`src/rtl/dmem_sched_pkg.sv`:
```
// dmem_sched_pkg: memory op codes, FSM state type and byte-enable width
// shared by the M-stage scheduler, the decoder and the data RAM wrapper.
package dmem_sched_pkg;

  localparam logic [1:0] ST_NONE = 2'b00;
  localparam logic [1:0] ST_SB   = 2'b01;
  localparam logic [1:0] ST_SH   = 2'b10;
  localparam logic [1:0] ST_SW   = 2'b11;

  localparam logic [2:0] LD_NONE = 3'b000;
  localparam logic [2:0] LD_LB   = 3'b001;
  localparam logic [2:0] LD_LH   = 3'b010;
  localparam logic [2:0] LD_LW   = 3'b011;
  localparam logic [2:0] LD_LBU  = 3'b100;
  localparam logic [2:0] LD_LHU  = 3'b101;

  localparam int BE_W = 4;

  typedef enum logic {
    IDLE   = 1'b0,
    SECOND = 1'b1
  } state_t;

endpackage

```
`src/rtl/dmem_align.sv`:
```
// dmem_align: combinational store byte-enable/data lane replication and load extract/extend.
// Latency: none (pure combinational); backpressure: none.
module dmem_align
  import dmem_sched_pkg::*;
(
  input  logic [1:0]      storeCode,
  input  logic [2:0]      loadCode,
  input  logic [1:0]      addrLo,
  input  logic [31:0]     wdata,
  input  logic [31:0]     rdata,
  output logic [BE_W-1:0] byteEn,
  output logic [31:0]     wdataAl,
  output logic [31:0]     ldData,
  output logic            misaligned
);

  logic [7:0]  byteSel;
  logic [15:0] halfSel;

  assign byteSel = rdata[{addrLo, 3'b000} +: 8];
  assign halfSel = addrLo[1] ? rdata[31:16] : rdata[15:0];

  always_comb begin
    byteEn     = '0;
    wdataAl    = wdata;
    ldData     = '0;
    misaligned = 1'b0;
    if (storeCode != ST_NONE) begin
      case (storeCode)
        ST_SB: begin
          byteEn  = 4'b0001 << addrLo;
          wdataAl = {4{wdata[7:0]}};
        end
        ST_SH: begin
          misaligned = addrLo[0];
          byteEn     = 4'b0011 << addrLo;
          wdataAl    = {2{wdata[15:0]}};
        end
        default: begin
          misaligned = (addrLo != 2'b00);
          byteEn     = 4'b1111;
        end
      endcase
    end else begin
      case (loadCode)
        LD_LB:  ldData = {{24{byteSel[7]}}, byteSel};
        LD_LBU: ldData = {24'h0, byteSel};
        LD_LH: begin
          misaligned = addrLo[0];
          ldData     = {{16{halfSel[15]}}, halfSel};
        end
        LD_LHU: begin
          misaligned = addrLo[0];
          ldData     = {16'h0, halfSel};
        end
        LD_LW: begin
          misaligned = (addrLo != 2'b00);
          ldData     = rdata;
        end
        default: ldData = '0;
      endcase
    end
    // A suppressed op must neither write nor return stale data.
    if (misaligned) begin
      byteEn = '0;
      ldData = '0;
    end
  end

endmodule

```
`src/rtl/dmem_sched.sv`:
```
// dmem_sched: serialises a two-lane M-stage bundle onto a 1-port sync-read RAM; optional DMEM_SCHED_PERF_EN perf counters.
// Latency: load data valid the cycle after the bundle's last issue; dual-op bundles backpressure the front pipe via a 1-cycle stall.
module dmem_sched
  import dmem_sched_pkg::*;
#(
  parameter int RAM_AW = 11
) (
  input  logic              CLK,
  input  logic              NRST,
  input  logic [1:0]        mem_store1,
  input  logic [2:0]        mem_load1,
  input  logic [31:0]       addr1,
  input  logic [31:0]       wdata1,
  input  logic [1:0]        mem_store2,
  input  logic [2:0]        mem_load2,
  input  logic [31:0]       addr2,
  input  logic [31:0]       wdata2,
  output logic              ram_en,
  output logic [BE_W-1:0]   ram_we,
  output logic [RAM_AW-1:0] ram_addr,
  output logic [31:0]       ram_wdata,
  input  logic [31:0]       ram_rdata,
  output logic [31:0]       rdata1,
  output logic [31:0]       rdata2,
  output logic              stall,
`ifdef DMEM_SCHED_PERF_EN
  output logic [31:0]       perf_dual,
  output logic [31:0]       perf_stall,
`endif
  output logic              misalign
);

  state_t state, stateNext;

  logic op1, op2;
  logic stallRaw, selLane2, opValid;
  logic [1:0]  stSel;
  logic [2:0]  ldSel;
  logic [31:0] addrSel, wdataSel;
  logic        isStore, isLoad;

  logic [BE_W-1:0] issBe;
  logic [31:0]     issWdata, issLd;
  logic            issMis;

  logic        pendVld, pendLane2;
  logic [2:0]  pendCode;
  logic [1:0]  pendOff;
  logic [31:0] rdata1Q, rdata2Q;

  logic [BE_W-1:0] retBe;
  logic [31:0]     retWd, retData;
  logic            retMis;
  logic            unusedBits;

  assign op1 = (mem_store1 != ST_NONE) || (mem_load1 != LD_NONE);
  assign op2 = (mem_store2 != ST_NONE) || (mem_load2 != LD_NONE);

  always_ff @(posedge CLK or negedge NRST) begin
    if (!NRST) state <= IDLE;
    else       state <= stateNext;
  end

  always_comb begin
    stateNext = state;
    stallRaw  = 1'b0;
    selLane2  = 1'b0;
    opValid   = 1'b0;
    case (state)
      IDLE: begin
        if (op1 && op2) begin
          stallRaw  = 1'b1;
          opValid   = 1'b1;
          stateNext = SECOND;
        end else if (op1) begin
          opValid = 1'b1;
        end else if (op2) begin
          selLane2 = 1'b1;
          opValid  = 1'b1;
        end
      end
      SECOND: begin
        selLane2  = 1'b1;
        opValid   = op2;
        stateNext = IDLE;
      end
      default: stateNext = IDLE;
    endcase
  end

  assign stSel    = selLane2 ? mem_store2 : mem_store1;
  assign ldSel    = selLane2 ? mem_load2  : mem_load1;
  assign addrSel  = selLane2 ? addr2      : addr1;
  assign wdataSel = selLane2 ? wdata2     : wdata1;
  assign isStore  = (stSel != ST_NONE);
  assign isLoad   = !isStore && (ldSel != LD_NONE);

  dmem_align uIssue (
    .storeCode (stSel),
    .loadCode  (ldSel),
    .addrLo    (addrSel[1:0]),
    .wdata     (wdataSel),
    .rdata     (32'h0),
    .byteEn    (issBe),
    .wdataAl   (issWdata),
    .ldData    (issLd),
    .misaligned(issMis)
  );

  // Reset gates the RAM strobes so an in-flight op never partially writes.
  assign stall     = NRST & stallRaw;
  assign ram_en    = NRST & opValid & ~issMis;
  assign ram_we    = (ram_en && isStore) ? issBe : '0;
  assign ram_addr  = addrSel[RAM_AW+1:2];
  assign ram_wdata = issWdata;
  assign misalign  = NRST & opValid & issMis;

  // Remember what the RAM will return next cycle; misaligned loads still
  // occupy the slot and resolve to zero on the return path.
  always_ff @(posedge CLK or negedge NRST) begin
    if (!NRST) begin
      pendVld   <= 1'b0;
      pendLane2 <= 1'b0;
      pendCode  <= LD_NONE;
      pendOff   <= 2'b00;
    end else begin
      pendVld   <= opValid && isLoad;
      pendLane2 <= selLane2;
      pendCode  <= ldSel;
      pendOff   <= addrSel[1:0];
    end
  end

  dmem_align uReturn (
    .storeCode (ST_NONE),
    .loadCode  (pendCode),
    .addrLo    (pendOff),
    .wdata     (32'h0),
    .rdata     (ram_rdata),
    .byteEn    (retBe),
    .wdataAl   (retWd),
    .ldData    (retData),
    .misaligned(retMis)
  );

  always_ff @(posedge CLK or negedge NRST) begin
    if (!NRST) begin
      rdata1Q <= '0;
      rdata2Q <= '0;
    end else if (pendVld) begin
      if (pendLane2) rdata2Q <= retData;
      else           rdata1Q <= retData;
    end
  end

  // Bypass the return cycle so both lanes of a dual bundle land in the same W cycle.
  assign rdata1 = (pendVld && !pendLane2) ? retData : rdata1Q;
  assign rdata2 = (pendVld &&  pendLane2) ? retData : rdata2Q;

  assign unusedBits = ^{addrSel[31:RAM_AW+2], issLd, retBe, retWd, retMis};

`ifdef DMEM_SCHED_PERF_EN
  always_ff @(posedge CLK or negedge NRST) begin
    if (!NRST) begin
      perf_dual  <= '0;
      perf_stall <= '0;
    end else begin
      if (stallRaw && (perf_dual != 32'hFFFF_FFFF))  perf_dual  <= perf_dual + 32'd1;
      if (stallRaw && (perf_stall != 32'hFFFF_FFFF)) perf_stall <= perf_stall + 32'd1;
    end
  end
`endif

endmodule
```
`config.mk`:
```
export PLATFORM = sky130hd
export DESIGN_NAME = dmem_sched
export DESIGN_NICKNAME = d
export VERILOG_FILES = /design/src/rtl/dmem_sched_pkg.sv /design/src/rtl/dmem_align.sv /design/src/rtl/dmem_sched.sv
export SDC_FILE = /design/constraint.sdc
export NUM_CORES = 1
export LEC_CHECK = 0
export CAP_MARGIN = 20
export CELL_PAD_IN_SITES_DETAIL_PLACEMENT = 0
export CELL_PAD_IN_SITES_GLOBAL_PLACEMENT = 1
export CORE_MARGIN = 4
export CORE_UTILIZATION = 29
export CTS_CLUSTER_DIAMETER = 30
export CTS_CLUSTER_SIZE = 40
export DETAILED_ROUTE_END_ITERATION = 7
export PLACE_DENSITY = 0.89
export SYNTH_ARGS = -nofsm -noshare
export SYNTH_HDL_FRONTEND = slang
export SYNTH_SLANG_ARGS = --single-unit
```
`constraint.sdc`:
```
create_clock -name CLK -period 4.85 [get_ports CLK]
set_input_delay 0.485 -clock CLK [delete_from_list [all_inputs] [get_ports CLK]]
set_output_delay 0.485 -clock CLK [all_outputs]
set_load 0.02 [all_outputs]
```
Word level (Yosys, flattened, before mapping):

Index checks and enable logic that the tools add are counted.

* bitwise gates (word level): 7
* muxes and demuxes: 29
* reduce and logical (&&, ||, !) cells: 22
* equality and inequality tests: 10
* shift-type cells: 3

Operators by type and width (number)
* $mux W32: 5
* $pmux W32 S5: 1
* $pmux W32 S2: 1
* $shiftx A32 B6 Y8: 1
* $mux W16: 1
* $mux W13: 1
* $eq A3 B2 Y1 const B: 4
* $mux W4: 3
* $pmux W1 S2: 6
* $reduce_bool A2 Y1: 5
* $eq A3 B3 Y1 const B: 3
* $reduce_bool A3 Y1: 3
* $mux W1: 8
* $pmux W4 S2: 1
* $logic_and A1 B1 Y1: 6
* $and A1 B1 Y1: 4
* $reduce_and A2 Y1: 2
* $reduce_or A2 Y1: 2
* $shl A1 B2 Y4 const A: 1
* $shl A2 B2 Y4 const A: 1
* $eq A3 B1 Y1 const B: 1
* $mux W3: 1
* $not A1 Y1: 3
* $eq A2 B1 Y1 const B: 1
* other kinds (4): 6

* register bits: 72
* input bits: 172
* word-level logic and storage cells: 78
* output and inout port bits: 114

Logic depth before layout (Yosys ltp):

Gate-level depths: netlist of run 1.

* depth in word-level cells: 15
* depth in mapped cells: 13
* gate-level depth less buffers: 10

Cells and area by module:

Synthesis of run 1 repeated with hierarchy kept, for this count alone.

* cell total of the unflattened synthesis: 828
* area total of the unflattened synthesis: 6850.3 µm²

Modules (own cells, without submodules)
* dmem_sched: instances 1, cells each 400, area an instance 4152.7 µm², seq. area each 1801.7 µm²
* dmem_align: instances 2, cells each 214, area an instance 1348.8 µm², seq. area each 0.0 µm²

Worst setup path before layout of run 1:

Ideal clock, no wire load.

* kind: input port to output port
* from: in mem_load1[0]
* to: out ram_we[1]
* setup slack: 1.388 ns
* arrival: 2.977 ns
* stages: 11
* path buffers: 2
* data required time: 4.365 ns
* path through: nor3_2 -> a21o_1 -> buf_4 -> a22o_1 -> inv_1 -> ha_1 -> or2_2 -> buf_6 -> a41oi_2 -> a31oi_4 -> a211oi_1

* cells in the longest elaborated chain, start to end: 14

Ends and longest elaborated chain
* start: declaration: line dmem_sched.sv:11 `input logic [2:0] mem_load1,`
* $reduce_bool A3 Y1: line dmem_sched.sv:56 `assign op1 = (mem_store1 != ST_NONE) || (mem_load1 != LD_NONE);`
* $logic_or A1 B1 Y1: line dmem_sched.sv:56
* $mux W1 or $logic_and A1 B1 Y1 (tied branches): line dmem_sched.sv:75, dmem_sched.sv:71
* $mux W1: line dmem_sched.sv:71 `if (op1 && op2) begin`
* $pmux W1 S2: line dmem_sched.sv:69 `case (state)`
* $mux W3: line dmem_sched.sv:92 `assign ldSel = selLane2 ? mem_load2 : mem_load1;`
* $eq A3 B2 Y1 or $eq A3 B3 Y1 (tied branches)
* $reduce_or A2 Y1 (no line)
* $pmux W1 S2: line dmem_align.sv:45 `case (loadCode)`
* $mux W1: line dmem_align.sv:28 `if (storeCode != ST_NONE) begin`
* $not A1 Y1: line dmem_sched.sv:112 `assign ram_en = NRST & opValid & ~issMis;`
* $and A1 B1 Y1: line dmem_sched.sv:112
* $logic_and A1 B1 Y1: line dmem_sched.sv:113 `assign ram_we = (ram_en && isStore) ? issBe : '0;`
* $mux W4 (*): line dmem_sched.sv:113
* end: declaration: line dmem_sched.sv:19 `output logic [BE_W-1:0] ram_we,`

Every way passes the cells marked *; elsewhere a longest branch is shown, timed or not.

Worst setup path after layout of run 1:

* from: in mem_store1[0]
* to: out ram_we[1]

* cells in the longest elaborated chain, start to end: 14

Ends and longest elaborated chain
* start: declaration: line dmem_sched.sv:10 `input logic [1:0] mem_store1,`
* $reduce_bool A2 Y1: line dmem_sched.sv:56
* $logic_or A1 B1 Y1: line dmem_sched.sv:56
* $mux W1 or $logic_and A1 B1 Y1 (tied branches): line dmem_sched.sv:75, dmem_sched.sv:71
* $mux W1: line dmem_sched.sv:71
* $pmux W1 S2: line dmem_sched.sv:69
* $mux W3: line dmem_sched.sv:92
* $eq A3 B2 Y1 or $eq A3 B3 Y1 (tied branches)
* $reduce_or A2 Y1 (no line)
* $pmux W1 S2: line dmem_align.sv:45
* $mux W1: line dmem_align.sv:28
* $not A1 Y1: line dmem_sched.sv:112
* $and A1 B1 Y1: line dmem_sched.sv:112
* $logic_and A1 B1 Y1: line dmem_sched.sv:113
* $mux W4 (*): line dmem_sched.sv:113

Marked as above.

==> results of run 1 <==
-- flip-flops by register name, summed over array words and instances, names as in the netlist --
name and flops:
pendCode 3, pendLane2 1, pendOff 2, pendVld 1, rdata1Q 32, rdata2Q 32
state 1
-- final cells by class --
cell class	instances	area, µm²
Timing Repair Buffer	261	2570
Inverter	19	71.3
Clock inverter	2	60.1
Sequential cell	72	1800
Tap cell	216	270
Fill cell	1566	8380
Multi-Input combinational cell	427	2680
Clock buffer	14	274
-- cells in the mapped netlist (11+ instances only) --
cell type	count	area, µm²
nand2_1	130	488
dfrtp_1	72	1800
nor2_1	45	169
mux2i_1	36	360
a211oi_1	35	263
a22o_1	25	219
o21ai_1	24	120
inv_1	19	71.3
buf_4	17	128
clkbuf_1	17	63.8
o22ai_1	17	106
a21oi_1	15	75.1
buf_2	11	55.1
-- logic make-up (layout without fill, tap and decap cells) --
| family | count (synthesis) | in the layout | share of synthesized area |
|---|---|---|---|
| compound gates | 173 | 173 | 0.272 |
| xor+xnor | 1 | 1 | 0.00181 |
| fa+ha+maj | 4 | 4 | 0.00982 |
| buf+inv | 69 | 296 | 0.0742 |
| flops | 72 | 72 | 0.372 |
| mux | 40 | 40 | 0.0866 |
| simple gates | 209 | 209 | 0.184 |
-- cells in the final DEF, fill, tap and decap left out, types with 7 or more instances in the layout --
| master | netlist | final |
|---|---|---|
| buf_4 | 17 | 15 |
| a22o_1 | 25 | 25 |
| o21ai_1 | 24 | 24 |
| nor2b_1 | 7 | 7 |
| o22ai_1 | 17 | 17 |
| a221oi_2 | 8 | 8 |
| nand2_1 | 130 | 130 |
| a22oi_1 | 7 | 7 |
| clkbuf_16 | 0 | 9 |
| clkdlybuf4s50_1 | 0 | 246 |
| a211oi_1 | 35 | 35 |
| o221ai_1 | 8 | 8 |
| inv_1 | 19 | 19 |
| mux2i_1 | 36 | 36 |
| nand2b_1 | 9 | 9 |
| a21oi_1 | 15 | 15 |
| o21ai_0 | 9 | 9 |
| nor2_1 | 45 | 45 |
| dfrtp_1 | 72 | 72 |
| a31oi_1 | 9 | 9 |
-- power by group through the flow --
stage                     Clock (mW)  Sequential, mW  Combinational (mW)
after floorplan                    0           0.930                1.52
after CTS                      0.753           0.964                2.66
final                          0.739           0.963                2.63
after global routing           0.783           0.991                2.83
after global placement             0           0.959                2.63
after detailed placement           0           0.974                2.65
-- per-layer routing --
| layer | up-vias | wire length [µm] | track usage |
|---|---|---|---|
| met5 | - | 0 | 0 |
| met4 | 0 | 463 | 0.0626 |
| met3 | 25 | 1890 | 0.0632 |
| met2 | 222 | 9160 | 0.336 |
| met1 | 2384 | 7450 | 0.234 |
| li1 | 2483 | - | - |
-- through the flow --
step / area (µm²) / util / total power [mW] / cells / setup slack [ns]
after floorplan: 4840 / - / 2.45 / 568 / 1.39
after global placement: 7400 / 0.459 / 3.59 / 995 / 0.629
after detailed placement: 7400 / 0.459 / 3.62 / 995 / 0.521
after CTS: 7730 / 0.480 / 4.37 / 1011 / 0.534
after global routing: 7730 / 0.480 / 4.60 / 1011 / 0.344
final: 7730 / 0.480 / 4.34 / 1011 / 0.511
-- worst register-to-register path, delay by kind of cell, from the launching register on --
family | cells | cell delay (ns)
DFF | 1 | 0.55
and+or+nand+nor | 3 | 1.14
AOI/OAI and AO/OA | 1 | 0.38
buffers and inverters | 1 | 0.28
-- worst max-delay path by stage --
stage / startpoint / endpoint / slack [ns] / depth (start not counted)
2_1_floorplan: mem_load1[0] / ram_we[1] / 1.39 / 11
3_3_place_gp: mem_load1[1] / ram_we[1] / 0.63 / 11
3_5_place_dp: mem_store1[0] / ram_we[1] / 0.52 / 11
4_1_cts: mem_store1[0] / ram_we[1] / 0.53 / 11
5_1_grt: mem_load1[1] / ram_we[3] / 0.34 / 11
6_report: mem_store1[0] / ram_we[1] / 0.51 / 11
==> out/metrics.csv, run 1 <==
stage,metric,value,unit
worst_setup_path,end_kind,output port,
timing,finalSetupViolations,0,
clock_tree,ctsLongestPathBuffers,2,
worst_setup_path,crit_type,input pin to output port,
timing,max_freq,230,MHz
global_route,antenna_found_initial,0,
worst_setup_path,cpMaxStageDelayCell,clkdlybuf4s50_1,
logic_synthesis,syn_nets,743,
pwr,p_comb_frac,0.607,
clock_tree,cts_buffers,9,
logic_synthesis,synth.distinct_cells,54,
pwr,switchingPower,1.81,mW
floorplan,design.die.area,18800,µm²
layout,fin_nets,965,
timing,whs,0.426,ns
logic_synthesis,netlist_instances,568,
worst_setup_path,r2r_start,pendCode[1],
timing,hold_viol,0,
clock_tree,cts_sinks,72,
worst_setup_path,crit-reg2reg-capture,rdata2Q[24],
timing,maxSlewHeadroom,0.366,
logic_synthesis,synth-edff-count,0,
timing,worst_pin_slew,0.950,ns
floorplan,dieHeight,137,µm
floorplan,io_pins,286,
floorplan,die_x,137,µm
worst_setup_path,cp.arrival,3.85,ns
pwr,power_frac_clock,0.171,
timing,rsz0062_at_grt,no,
drt,drt_first_pass_iters,4,
worst_setup_path,rrSetupSlack,2.38,ns
clock_tree,post_cts_buffers,0,
worst_setup_path,r2r_cells,5,
timing,skew,0.00443,ns
status,outcome,"finished, final reports clean",
floorplan,core-area,16100,µm²
layout,area_growth,59.7,%
worst_setup_path,cp_cell_sequence,clkdlybuf4s50_1 -> nor2_1 -> a21o_1 -> a22o_1 -> inv_1 -> ha_1 -> or2_2 -> a41oi_2 -> a31oi_4 -> a211oi_1 -> clkdlybuf4s50_1,
timing,fin_crit,4.34,ns
global_route,grt_pass1_wl,28.8,mm
drt,antenna_left,0,
worst_setup_path,cpLargestDelayFamily,buffers and inverters,
clock_tree,hold_buffers,0,
clock_tree,worstSkewPairLatency,0.34,ns
layout,diodes,0,
floorplan,rows,46,
global_route,grt_pass1_vias,5150,
global_route,grt_overflow,0,
pwr,p_int,2.53,mW
drt,vias,5114,
pwr,p_seq_frac,0.222,
placement,port_buffers,247,
floorplan,start_util,0.300,
drt,via_per_inst,5.06,
logic_synthesis,syn_avg_cell_area,8.52,µm²
global_route,grt_max_degree,74,
clock_tree,cts.clk_slew.worst_paths,0.06,ns
timing,timing.setup.tns,0,ns
worst_setup_path,crit_top_cell,clkdlybuf4s50_1,
pwr,ir_drop,0.271,mV
worst_setup_path,max_stage_delay,0.68,ns
timing,finalCritPeriodShare,0.895,
worst_setup_path,start_kind,input pin,
clock_tree,htreeDepth,3,
placement,hpwl,14.9,mm
pwr,power.density,561,nW/µm²
worst_setup_path,path_max_fanout,18,
min_path,min_path_type,input pin to async pin,
logic_synthesis,ys.flop_type,dfrtp_1,
worst_setup_path,crit_buf_inv,3,
drt,drtIter0Drc,309,
logic_synthesis,synth_area,4840,µm²
drt,wl_per_cell,18.8,µm
placement,gp_congestion,0.821,
clock_tree,cts.repair.resized,0,
logic_synthesis,ys.warnings.count,0,
drt,drc,0,
global_route,grt.total_usage,0.196,
clock_tree,cts_root_buffer,clkbuf_16,
pwr,power.leakage,3.24,nW
clock_tree,cts_tree,done,
layout,drive_gt1_frac,0.0654,
logic_synthesis,ys_seq_area_frac,0.372,
pwr,sw_frac_of_total,0.416,
drt,drt_wl_total,19.0,mm
logic_synthesis,ys_async_sr_fraction,1.00,
logic_synthesis,ys_ff_latch,72,
run,drv_cap,0,
timing,maxSlewViolCount,0,
worst_setup_path,crit_required,4.37,ns
(Power assumes the default switching activity.)
==> inputs of run 2 (changes only) <==
- MAX_ROUTING_LAYER: not set -> met4
==> out/metrics.csv, run 2 (synthesized netlist as in run 1, its figures left out) <==
stage,metric,value,unit,change
layout,final_common_cell,clkdlybuf4s50_1,,
floorplan,design.die.area,18800,µm²,unchanged
layout,fill_cells,1566,,unchanged
timing,finalCritPeriodShare,0.894,,-0.000957
layout,mostFrequentLayoutCells,"246 x clkdlybuf4s50_1, 130 x nand2_1, 72 x dfrtp_1",,
drt,antenna_left,0,,unchanged
placement,gp_congestion,0.834,,+1.5%
clock_tree,cts_root_buffer,clkbuf_16,,
global_route,grt_pass1_wl,28.7,mm,-0.53%
timing,maxSlewHeadroom,0.342,,-0.0249
clock_tree,cts_buffers,9,,unchanged
placement,hpwl,14.9,mm,unchanged
clock_tree,htreeDepth,3,,unchanged
floorplan,rows,46,,unchanged
placement,port_buffers,247,,unchanged
layout,fin_nets,965,,unchanged
drt,drt_first_pass_iters,5,,+1
layout,diodes,0,,unchanged
timing,timing.setup.tns,0,ns,unchanged
floorplan,dieHeight,137,µm,unchanged
worst_setup_path,cp.arrival,3.85,ns,about the same
global_route,grt.total_usage,0.202,,+0.00546
worst_setup_path,crit-reg2reg-capture,rdata2Q[29],,
clock_tree,cts.repair.resized,0,,unchanged
clock_tree,worstSkewPairLatency,0.33,ns,about the same
clock_tree,cts.clk_slew.worst_paths,0.06,ns,about the same
worst_setup_path,crit_type,input pin to output port,,
floorplan,core-area,16100,µm²,unchanged
clock_tree,cts_tree,done,,
pwr,ir_drop,0.270,mV,-0.31%
worst_setup_path,end_kind,output port,,
layout,final_cells,1011,,unchanged
global_route,antenna_found_initial,0,,unchanged
worst_setup_path,path_max_fanout,18,,unchanged
drt,drt_wl_total,19.0,mm,+0.23%
layout,area_growth,59.7,%,unchanged
status,outcome,"finished, final reports clean",,
timing,finalSetupViolations,0,,unchanged
clock_tree,cts_sinks,72,,unchanged
worst_setup_path,start_kind,input pin,,
run,drv_cap,0,,unchanged
layout,drive_gt1_frac,0.0654,,unchanged
global_route,grt_pass1_vias,5183,,+0.64%
timing,max_freq,231,MHz,+0.11%
drt,via_per_inst,5.04,,-0.31%
global_route,grt_max_degree,74,,unchanged
global_route,grt_overflow,0,,unchanged
worst_setup_path,r2r_cells,5,,unchanged
timing,worst_pin_slew,0.988,ns,+0.0373 ns
floorplan,io_pins,286,,unchanged
clock_tree,post_cts_buffers,0,,unchanged
placement,placed_cells,995,,unchanged
drt,vias,5098,,-0.31%
drt,drc,0,,unchanged
clock_tree,ctsLongestPathBuffers,2,,unchanged
timing,maxSlewViolCount,0,,unchanged
drt,drtIter0Drc,279,,-9.7%
layout,reg_top3,"rdata1Q (32), rdata2Q (32), pendCode (3)",,
floorplan,die_x,137,µm,unchanged
timing,hold_viol,0,,unchanged
worst_setup_path,rrSetupSlack,2.36,ns,-0.02 ns
clock_tree,hold_buffers,0,,unchanged
pwr,fin_total_pwr,4.33,mW,about the same
layout,final_util,0.480,,unchanged
pwr,power.leakage,3.24,nW,unchanged
timing,skew,0.00422,ns,-0.000207 ns
pwr,power.density,560,nW/µm²,about the same
worst_setup_path,critPathLaunch,mem_store1[0],,
layout,ff_latch_area,1800,µm²,unchanged
timing,fin_crit,4.33,ns,-0.00464 ns
drt,wl_per_cell,18.8,µm,+0.23%
timing,rsz0062_at_grt,no,,
min_path,min_path_type,input pin to async pin,,
worst_setup_path,r2r_start,pendCode[1],,
floorplan,start_util,0.300,,unchanged
worst_setup_path,crit_required,4.37,ns,about the same
layout,multi_input_area,2680,µm²,unchanged
[run 2: cell counts in the layout (fill, tap and decap cells not counted)]
No cell type changed its count.
[run 2: area by class of cell]
| cell class | count | area share |
|---|---|---|
| Sequential cell | 72 | 0.233 |
| Timing Repair Buffer | 261 | 0.333 |
| Inverter | 19 | 0.00922 |
| Clock buffer | 14 | 0.0354 |
| Clock inverter | 2 | 0.00777 |
| Multi-Input combinational cell | 427 | 0.347 |
| Tap cell | 216 | 0.0350 |
[run 2: worst max path at each step]
stage                end  slack (ns)
3_5_place_dp   ram_we[1]        0.52
6_report       ram_we[1]        0.52
2_1_floorplan  ram_we[1]        1.39
3_3_place_gp   ram_we[1]        0.63
4_1_cts        ram_we[1]        0.53
5_1_grt        ram_we[3]        0.34
[run 2: stage by stage]
stage / worst slack [ns] / cell area (µm²) / hold WS (ns)
final: 0.516 / 7730 / 0.434
after global routing: 0.340 / 7730 / 0.514
after CTS: 0.534 / 7730 / 0.469
after detailed placement: 0.521 / 7400 / 0.485
after global placement: 0.629 / 7400 / 0.476
after floorplan: 1.39 / 4840 / 0.189
[run 2: layer usage]
metal,vias up,track usage,part of all wire
met1,2374,0.240,0.41
met2,223,0.338,0.49
met5,-,-,0
met3,18,0.0508,0.078
met4,0,0.0615,0.019
li1,2483,-,-
[run 2: power breakdown]
group	switching [mW]	internal (mW)
Sequential	0.101	0.862
Combinational	1.46	1.18
Clock	0.243	0.493
[run 2: worst max-delay path: stages]
cell and delay [ns]:
clkdlybuf4s50_1 0.42, nor2_1 0.29, a21o_1 0.22, a22o_1 0.19
inv_1 0.08, ha_1 0.34, or2_2 0.46, a41oi_2 0.30
a31oi_4 0.13, a211oi_1 0.27, clkdlybuf4s50_1 0.67
==> inputs of run 3 (changes only) <==
- CAP_MARGIN: 20 -> not set
- PLACE_DENSITY: 0.89 -> not set
- PLACE_DENSITY_LB_ADDON: not set -> 0.08
==> out/metrics.csv, run 3 (synthesized netlist as in run 1, its figures left out) <==
stage,metric,value,unit,change
timing,max_freq,235,MHz,+1.9%
clock_tree,cts_root_buffer,clkbuf_16,,
drt,drt_first_pass_iters,5,,unchanged
floorplan,die_x,137,µm,unchanged
drt,drt_wl_total,19.1,mm,+0.19%
layout,mostFrequentLayoutCells,"246 x clkdlybuf4s50_1, 130 x nand2_1, 72 x dfrtp_1",,
timing,rsz0062_at_grt,no,,
layout,drive_gt1_frac,0.0656,,+0.000165
drt,drtIter0Drc,252,,-9.7%
global_route,grt_overflow,0,,unchanged
worst_setup_path,end_kind,output port,,
timing,setup_ws,0.597,ns,+0.0806 ns
floorplan,io_pins,286,,unchanged
clock_tree,hold_buffers,0,,unchanged
worst_setup_path,cpMaxStageDelayCell,clkdlybuf4s50_1,,
clock_tree,worstSkewPairLatency,0.33,ns,about the same
layout,final_common_cell,clkdlybuf4s50_1,,
timing,timing.setup.tns,0,ns,unchanged
drt,wl_per_cell,18.9,µm,+0.39%
timing,maxSlewHeadroom,0.362,,+0.0209
timing,skew,0.00517,ns,+0.000946 ns
worst_setup_path,rrSetupSlack,2.34,ns,-0.02 ns
placement,port_buffers,247,,unchanged
worst_setup_path,r2r_cells,6,,+1
floorplan,dieHeight,137,µm,unchanged
clock_tree,post_cts_buffers,0,,unchanged
layout,reg_top3,"rdata1Q (32), rdata2Q (32), pendCode (3)",,
floorplan,core-area,16100,µm²,unchanged
worst_setup_path,cp_cell_sequence,clkdlybuf4s50_1 -> nor3_2 -> a21o_1 -> a22o_1 -> inv_1 -> ha_1 -> or2_2 -> a41oi_2 -> a31oi_4 -> a211oi_1 -> clkdlybuf4s50_1,,
worst_setup_path,cp.arrival,3.77,ns,-0.08 ns
min_path,min_path_type,input pin to async pin,,
clock_tree,htreeDepth,3,,unchanged
drt,via_per_inst,5.11,,+1.4%
timing,maxSlewViolCount,0,,unchanged
timing,finalSetupViolations,0,,unchanged
pwr,power.density,563,nW/µm²,+0.47%
worst_setup_path,crit_required,4.37,ns,about the same
drt,drc,0,,unchanged
floorplan,start_util,0.300,,unchanged
global_route,grt_max_degree,73,,-1.4%
clock_tree,cts_buffers,9,,unchanged
worst_setup_path,path_max_fanout,18,,unchanged
drt,vias,5158,,+1.2%
worst_setup_path,crit_buf_inv,3,,unchanged
floorplan,rows,46,,unchanged
timing,finalCritPeriodShare,0.877,,-0.0166
clock_tree,cts.clk_slew.worst_paths,0.06,ns,about the same
layout,postLayoutCellArea,7740,µm²,+0.11%
layout,final_util,0.480,,+0.000543
run,drv_cap,0,,unchanged
layout,area_growth,59.9,%,
worst_setup_path,crit_top_cell,clkdlybuf4s50_1,,
worst_setup_path,crit_type,input pin to output port,,
placement,post-place-ws,0.588,ns,+0.0674 ns
worst_setup_path,r2r_start,pendCode[1],,
drt,antenna_left,0,,unchanged
global_route,grt_pass1_vias,5221,,+0.73%
worst_setup_path,cpLargestDelayFamily,buffers and inverters,,
timing,worst_pin_slew,0.956,ns,-0.0313 ns
placement,gp_congestion,0.869,,+4.2%
pwr,ir_drop,0.361,mV,+34%
floorplan,design.die.area,18800,µm²,unchanged
pwr,fin_total_pwr,4.36,mW,+0.59%
layout,diodes,0,,unchanged
clock_tree,ctsLongestPathBuffers,2,,unchanged
timing,hold_viol,0,,unchanged
worst_setup_path,start_kind,input pin,,
worst_setup_path,crit-reg2reg-capture,rdata2Q[6],,
global_route,antenna_found_initial,0,,unchanged
layout,fin_nets,963,,-0.21%
clock_tree,cts_tree,done,,
clock_tree,cts.repair.resized,0,,unchanged
global_route,grt_pass1_wl,28.7,mm,+0.19%
placement,hpwl,14.6,mm,-1.6%
status,outcome,"finished, final reports clean",,
global_route,grt.total_usage,0.203,,+0.00123
worst_setup_path,max_stage_delay,0.64,ns,-0.03 ns
clock_tree,cts_sinks,72,,unchanged
pwr,power.leakage,3.24,nW,about the same
placement,place_area,7400,µm²,about the same
timing,fin_crit,4.25,ns,-0.0806 ns
-- run 3: cell count changes in the layout (fill, tap and decap cells not counted), sizes merged --
cell	before	now
clkbuf	14	9
buf	15	13
clkinvlp	0	1
clkinv	0	3
bufinv	2	3
-- run 3: how the worst max path moves through the flow --
stage,startpoint,endpoint,slack (ns),cells past startpoint
after detailed placement,mem_store1[0],ram_we[1],0.59,11
after floorplan,mem_load1[0],ram_we[1],1.39,11
after CTS,mem_store1[0],ram_we[1],0.59,11
final,mem_load1[0],ram_we[1],0.60,11
after global placement,mem_store1[0],ram_we[3],0.63,11
after global routing,mem_store1[1],ram_we[1],0.41,11
-- run 3: per-layer routing --
metal	vias up	global-route usage	wire length, µm
met1	2450	0.265	8330
met3	28	0.0376	1170
met2	204	0.321	9060
met5	-	-	0
met4	0	0.0654	485
li1	2476	-	-
-- run 3: metrics by stage --
stage	hold slack [ns]	instances
2_1_floorplan	0.189	568
3_3_place_gp	0.478	993
3_5_place_dp	0.487	993
4_1_cts	0.467	1009
5_1_grt	0.531	1009
6_report	0.437	1009
-- run 3: layout make-up --
type                       count  area [µm²]
clock buffer                   9         225
clock inverter                 7         120
fill                        1567        8370
inverter                      19        71.3
multi-input combinational    427        2680
sequential                    72        1800
tap                          216         270
timing repair buffer         259        2570
-- run 3: power breakdown --
group | internal, mW | switching [mW] | total (mW)
Combinational | 1.18 | 1.46 | 2.64
Clock | 0.503 | 0.251 | 0.754
Sequential | 0.862 | 0.0994 | 0.961
Total | 2.54 | 1.82 | 4.36
==> variant 1, RTL diff (settings of run 1) <==
The option `DMEM_SCHED_PERF_EN` is turned on by a define.
--- a/src/rtl/dmem_sched.sv
+++ b/src/rtl/dmem_sched.sv
@@ -1,4 +1,6 @@
 // dmem_sched: serialises a two-lane M-stage bundle onto a 1-port sync-read RAM; optional DMEM_SCHED_PERF_EN perf counters.
 // Latency: load data valid the cycle after the bundle's last issue; dual-op bundles backpressure the front pipe via a 1-cycle stall.
+`define DMEM_SCHED_PERF_EN
+
 module dmem_sched
   import dmem_sched_pkg::*;
Check against the original RTL (old outputs only; new: perf_dual and perf_stall): equivalent (Yosys induction, for registers that start in step).
==> variant 1 against run 1 <==
Core utilization decreased by 2.8 points. Wire length increased by 55%. Power increased by 23%. Sequential cell count increased by 64. Area after synthesis increased by 62%. Clock power increased by 100%. Cell count increased by 45%. Sequential share of layout area increased by 5.3 points. Worst setup slack got worse by 330 ps. Sequential power increased by 61%. Final area increased by 54%.
==> variant 1: results (changes against run 1) <==
Reg clk slew, reported paths: 60 ps (about the same)
met2 Usage GRT: 32.68% (-0.91 points)
hold_ws: 492.3 ps (+66.52 ps)
largest net degree at the start of global routing: 53 (-28%)
async set-reset flop share out of synthesis: 100.0% (unchanged)
H-tree depth: 4 (+1)
Nets: 1293 (+34%)
share of layout cells above drive strength 1: 8.680% (+2.1 points)
Num CTS Buffers: 17 (+8)
layout filler cell count: 2461 (+57%)
sequential fraction of the synthesis area: 43.44% (+6.2 points)
Synth top cells by count: 136 x dfrtp_1, 106 x nand2_1, 78 x o21ai_0
Iter 0 DRT Violations: 528 (+71%)
M1 GR Usage: 23.12% (-0.27 points)
peak supply drop: 223.5 uV (-17%)
Cell variety after synth: 65 (+20%)
Vias: 7668 (+50%)
gpl congestion: 0.8902 (+8.4%)
total routed wirelength: 29340 um (+55%)
Post-Syn Nets: 1001 (+35%)
Reg2Reg Depth: 5 (unchanged)
Hold WC Path Type: reg2reg
CTS Buffer Depth: 2 (unchanged)
worst skew pair latency: 420 ps (+80 ps)
TritonRoute pass-1 iters: 5 (+1)
initial antenna violation count: 1 (+1)
Setup crit start: mem_load2[0]
Rel. slew slack: 31.20% (-5.4 points)
post-detail-place hpwl: 22620 um (+52%)
Worst path max stage delay: 680 ps (about the same)
GRT met3 Usage: 5.693% (-0.63 points)
Setup Skew: 14.81 ps (+10.38 ps)
status: completed
Crit Reg-Reg Startpoint: pendOff[1]
reg-to-reg endpoint: rdata2Q[9]
diode count: 0 (unchanged)
IO buf count: 311 (+26%)
worst setup path endpoint: ram_wdata[27]
slowest stage cell, crit path: clkdlybuf4s50_1
Pint: 3.381 mW (+34%)
R2R Setup Slk: 2000 ps (-380 ps)
synth warn: 0 (unchanged)
Leak: 4.897 nW (+51%)
gr usage total: 19.23% (-0.41 points)
cells taking the most area after synthesis: dfrtp_1 43%, nand2_1 5.1%, o21ai_0 5.0%
critical path peak fanout: 9 (-9)
WP data arrival: 4180 ps (+330 ps)
CP most frequent cell: clkdlybuf4s50_1
clock root cell: clkbuf_16
first-pass GRT wire length: 44310 um (+54%)
cell family with most CP delay: buffers and inverters
variant 1: worst reg2reg max path: cells and delay by family, from the launching register on:
kind            cells  cell delay [ps]
flops               1             1020
compound gates      2              580
mux                 1              640
simple gates        2              440
variant 1: power by group through the flow:
stage / Clock, mW / Sequential, mW / Combinational, mW
final: 1.50 / 1.55 / 2.28
after global routing: 1.57 / 1.57 / 2.45
after CTS: 1.53 / 1.55 / 2.30
after detailed placement: 0 / 1.57 / 2.28
after global placement: 0 / 1.56 / 2.27
after floorplan: 0 / 1.57 / 1.19
variant 1: per-stage QoR:
| step | instance area, um2 | util (%) | instances | setup WS [ps] |
|---|---|---|---|---|
| floorplan | 7835 | - | 824 | 802.0 |
| global placement | 11210 | 42.53 | 1431 | 206.5 |
| detailed placement | 11210 | 42.53 | 1431 | 162.5 |
| CTS | 11890 | 45.11 | 1464 | 147.9 |
| global route | 11910 | 45.17 | 1464 | 23.27 |
| finish | 11910 | 45.17 | 1464 | 183.6 |
variant 1: repair_timing:
action                                  4_1_cts  5_1_grt
hold buffers                                  1        0
buffers inserted                              0        0
endpoints found under the setup margin        0       13
endpoints found under the hold margin         2        0
resized for setup                             0        5
variant 1: cell type report:
cell class | instances | share of cell area, %
clock buffers | 18 | 3.605
clock inverters | 14 | 2.028
inverters | 23 | 0.7252
multi-input cells | 607 | 34.05
flip-flops and latches | 136 | 28.59
well taps | 335 | 3.521
repair buffers | 331 | 27.48
variant 1: kinds of logic after synthesis:
logic type	synth area share [%]
and+or+nand+nor	18.01
AOI/OAI and AO/OA	17.36
DFF	43.44
buffers and inverters	4.966
muxes	8.927
xor gates and xnor gates	6.372
adders and majority gates	0.9262
variant 1: metal layers:
metal,vias up,part of all wire [%]
li1,3579,-
met1,3700,40
met2,345,49
met3,44,8.7
met4,0,2.8
met5,-,0
variant 1: how the worst min path moves through the flow:
stage / start / end / cells after the start
finish: rdata2Q[31] / rdata2Q[31] / 2
global route: perf_dual[10] / perf_dual[10] / 1
CTS: perf_dual[10] / perf_dual[10] / 1
detailed placement: NRST / rdata2Q[18] / 1
global placement: NRST / rdata2Q[17] / 1
floorplan: NRST / pendCode[0] / 0
==> variant 2, RTL diff (flow settings as in run 1) <==
Made on the original files. Change the package constant `BE_W` from 4 to 5.
--- a/src/rtl/dmem_sched_pkg.sv
+++ b/src/rtl/dmem_sched_pkg.sv
@@ -15,5 +15,5 @@
   localparam logic [2:0] LD_LHU  = 3'b101;
 
-  localparam int BE_W = 4;
+  localparam int BE_W = 5;
 
   typedef enum logic {
Interface: changed (resized ram_we); port bits go from 286 to 287. The function was not compared with the original's and may differ.
==> variant 2 against run 1 <==
Sequential share of layout area rose by 0.083 points. Combinational power barely moved. Clock power fell by 11%. Final area fell by 0.36%. Die area rose by 0.22%. Area after synthesis rose by 0.23%. Wire length fell by 1.8%. Worst setup slack improved by 68 ps. Power fell by 1.9%. Global-route usage fell by 0.59 points. Sequential cell count did not move. Largest power group unchanged.
==> variant 2: results (changes against run 1) <==
WP data arrival: 3790 ps (-60 ps)
TritonRoute pass-1 iters: 4 (unchanged)
Nets: 964 (-0.10%)
diode count: 0 (unchanged)
Post-CTS Setup Inserts: 0 (unchanged)
sequential fraction of the synthesis area: 37.13% (-0.086 points)
top flop regs: rdata1Q x32, rdata2Q x32, pendCode x3
Iter 0 DRT Violations: 272 (-12%)
Rel. slew slack: 38.75% (+2.1 points)
Placed Instances: 998 (+0.30%)
Post-Syn Nets: 745 (+0.27%)
Reg clk slew, reported paths: 50 ps
clock root cell: clkbuf_16
Hold WC Path Type: in2async
Leak: 3.229 nW (-0.47%)
CTS Buffer Depth: 2 (unchanged)
async set-reset flop share out of synthesis: 100.0% (unchanged)
Setup WS pre-CTS: 560.0 ps (+39.02 ps)
gpl congestion: 0.8230 (+0.19%)
Synth top cells by count: 130 x nand2_1, 72 x dfrtp_1, 45 x nor2_1
synth warn: 0 (unchanged)
cells taking the most area after synthesis: dfrtp_1 37%, nand2_1 10%, mux2i_1 7.4%
IO buf count: 247 (unchanged)
initial antenna violation count: 1 (+1)
status: completed
total routed wirelength: 18630 um (-1.8%)
post-synthesis cell count: 570 (+0.35%)
Cell variety after synth: 55 (+1.9%)
Vias: 5097 (-0.33%)
share of layout cells above drive strength 1: 6.297% (-0.24 points)
post_cts resized: 0 (unchanged)
peak supply drop: 234.3 uV (-13%)
H-tree depth: 3 (unchanged)
worst skew pair latency: 330 ps
gr usage total: 19.05% (-0.59 points)
largest net degree at the start of global routing: 73 (-1.4%)
Psw: 1.786 mW (-1.1%)
Setup CP Type: in2out
Setup Skew: 4.506 ps (+0.07694 ps)
Num CTS Buffers: 9 (unchanged)
ys flop type: dfrtp_1
post-detail-place hpwl: 14680 um (-1.4%)
layout filler cell count: 1632 (+4.2%)
critical path peak fanout: 10 (-8)
first-pass GRT wire length: 27890 um (-3.2%)
post-DR wirelength/cell: 18.37 um (-2.1%)
## variant 2: cell types whose count changed in the layout (fill, tap and decap cells not counted), sizes merged
cell / before / now
clkbuf: 14 / 13
bufinv: 2 / 1
buf: 15 / 13
clkinv: 0 / 2
conb: 0 / 1
## variant 2: layout make-up
cell class | instances | share of cell area, %
repair buffers | 259 | 33.39
well taps | 220 | 3.573
inverters | 19 | 0.9256
flip-flops and latches | 72 | 23.38
multi-input cells | 428 | 34.83
clock buffers | 13 | 3.378
clock inverters | 3 | 0.5196
## variant 2: power groups by stage
stage | Sequential, mW | Clock, mW | Combinational (mW)
3_5_place_dp | 0.974 | 0 | 2.64
5_1_grt | 0.987 | 0.705 | 2.82
6_report | 0.962 | 0.660 | 2.63
4_1_cts | 0.965 | 0.677 | 2.65
2_1_floorplan | 0.930 | 0 | 1.52
3_3_place_gp | 0.959 | 0 | 2.63
## variant 2: kinds of logic (layout without fill, tap and decap cells)
kind of cell	count (synthesis)	in the layout	synth area share, %
simple gates	209	209	18.33
fa+ha+maj	4	4	0.9800
other cells	1	1	0.07729
flops	72	72	37.13
buf+inv	70	294	7.555
compound gates	173	173	27.10
mux	40	40	8.638
xor+xnor	1	1	0.1805
## variant 2: worst paths after layout
path,cells past startpoint,end,from,slack (ps)
worst min-delay path,2,rdata1Q[19],NRST,460
worst max-delay path,11,ram_wdata[15],mem_store1[0],580
max in group asynchronous,2,rdata2Q[15],NRST,3790
worst max register to register,3,rdata1Q[18],pendCode[0],2450
min in group CLK,2,rdata2Q[10],rdata2Q[10],490
worst min register to register,2,rdata2Q[10],rdata2Q[10],490
## variant 2: worst max-delay path: stages
cell and delay [ps]:
clkdlybuf4s50_1 420, nor2_1 270, a21o_1 220, a22o_1 160, inv_1 60, ha_1 350
or2_2 420, buf_4 200, nor2_1 440, o22ai_1 180, clkdlybuf4s50_1 580
## variant 2: through the flow
stage / instance area [um2] / util, % / total power [mW]
5_1_grt: 7705 / 46.79 / 4.510
6_report: 7705 / 46.79 / 4.252
4_1_cts: 7705 / 46.79 / 4.292
3_3_place_gp: 7405 / 44.97 / 3.589
2_1_floorplan: 4852 / - / 2.451
3_5_place_dp: 7405 / 44.97 / 3.612
## variant 2: layer usage
metal,track usage (%),vias to the layer above,share of wire [%]
met5,0,-,0.054
met3,6.392,19,9.1
met4,5.876,2,1.8
met2,34.09,218,50
met1,21.33,2372,39
li1,-,2486,-
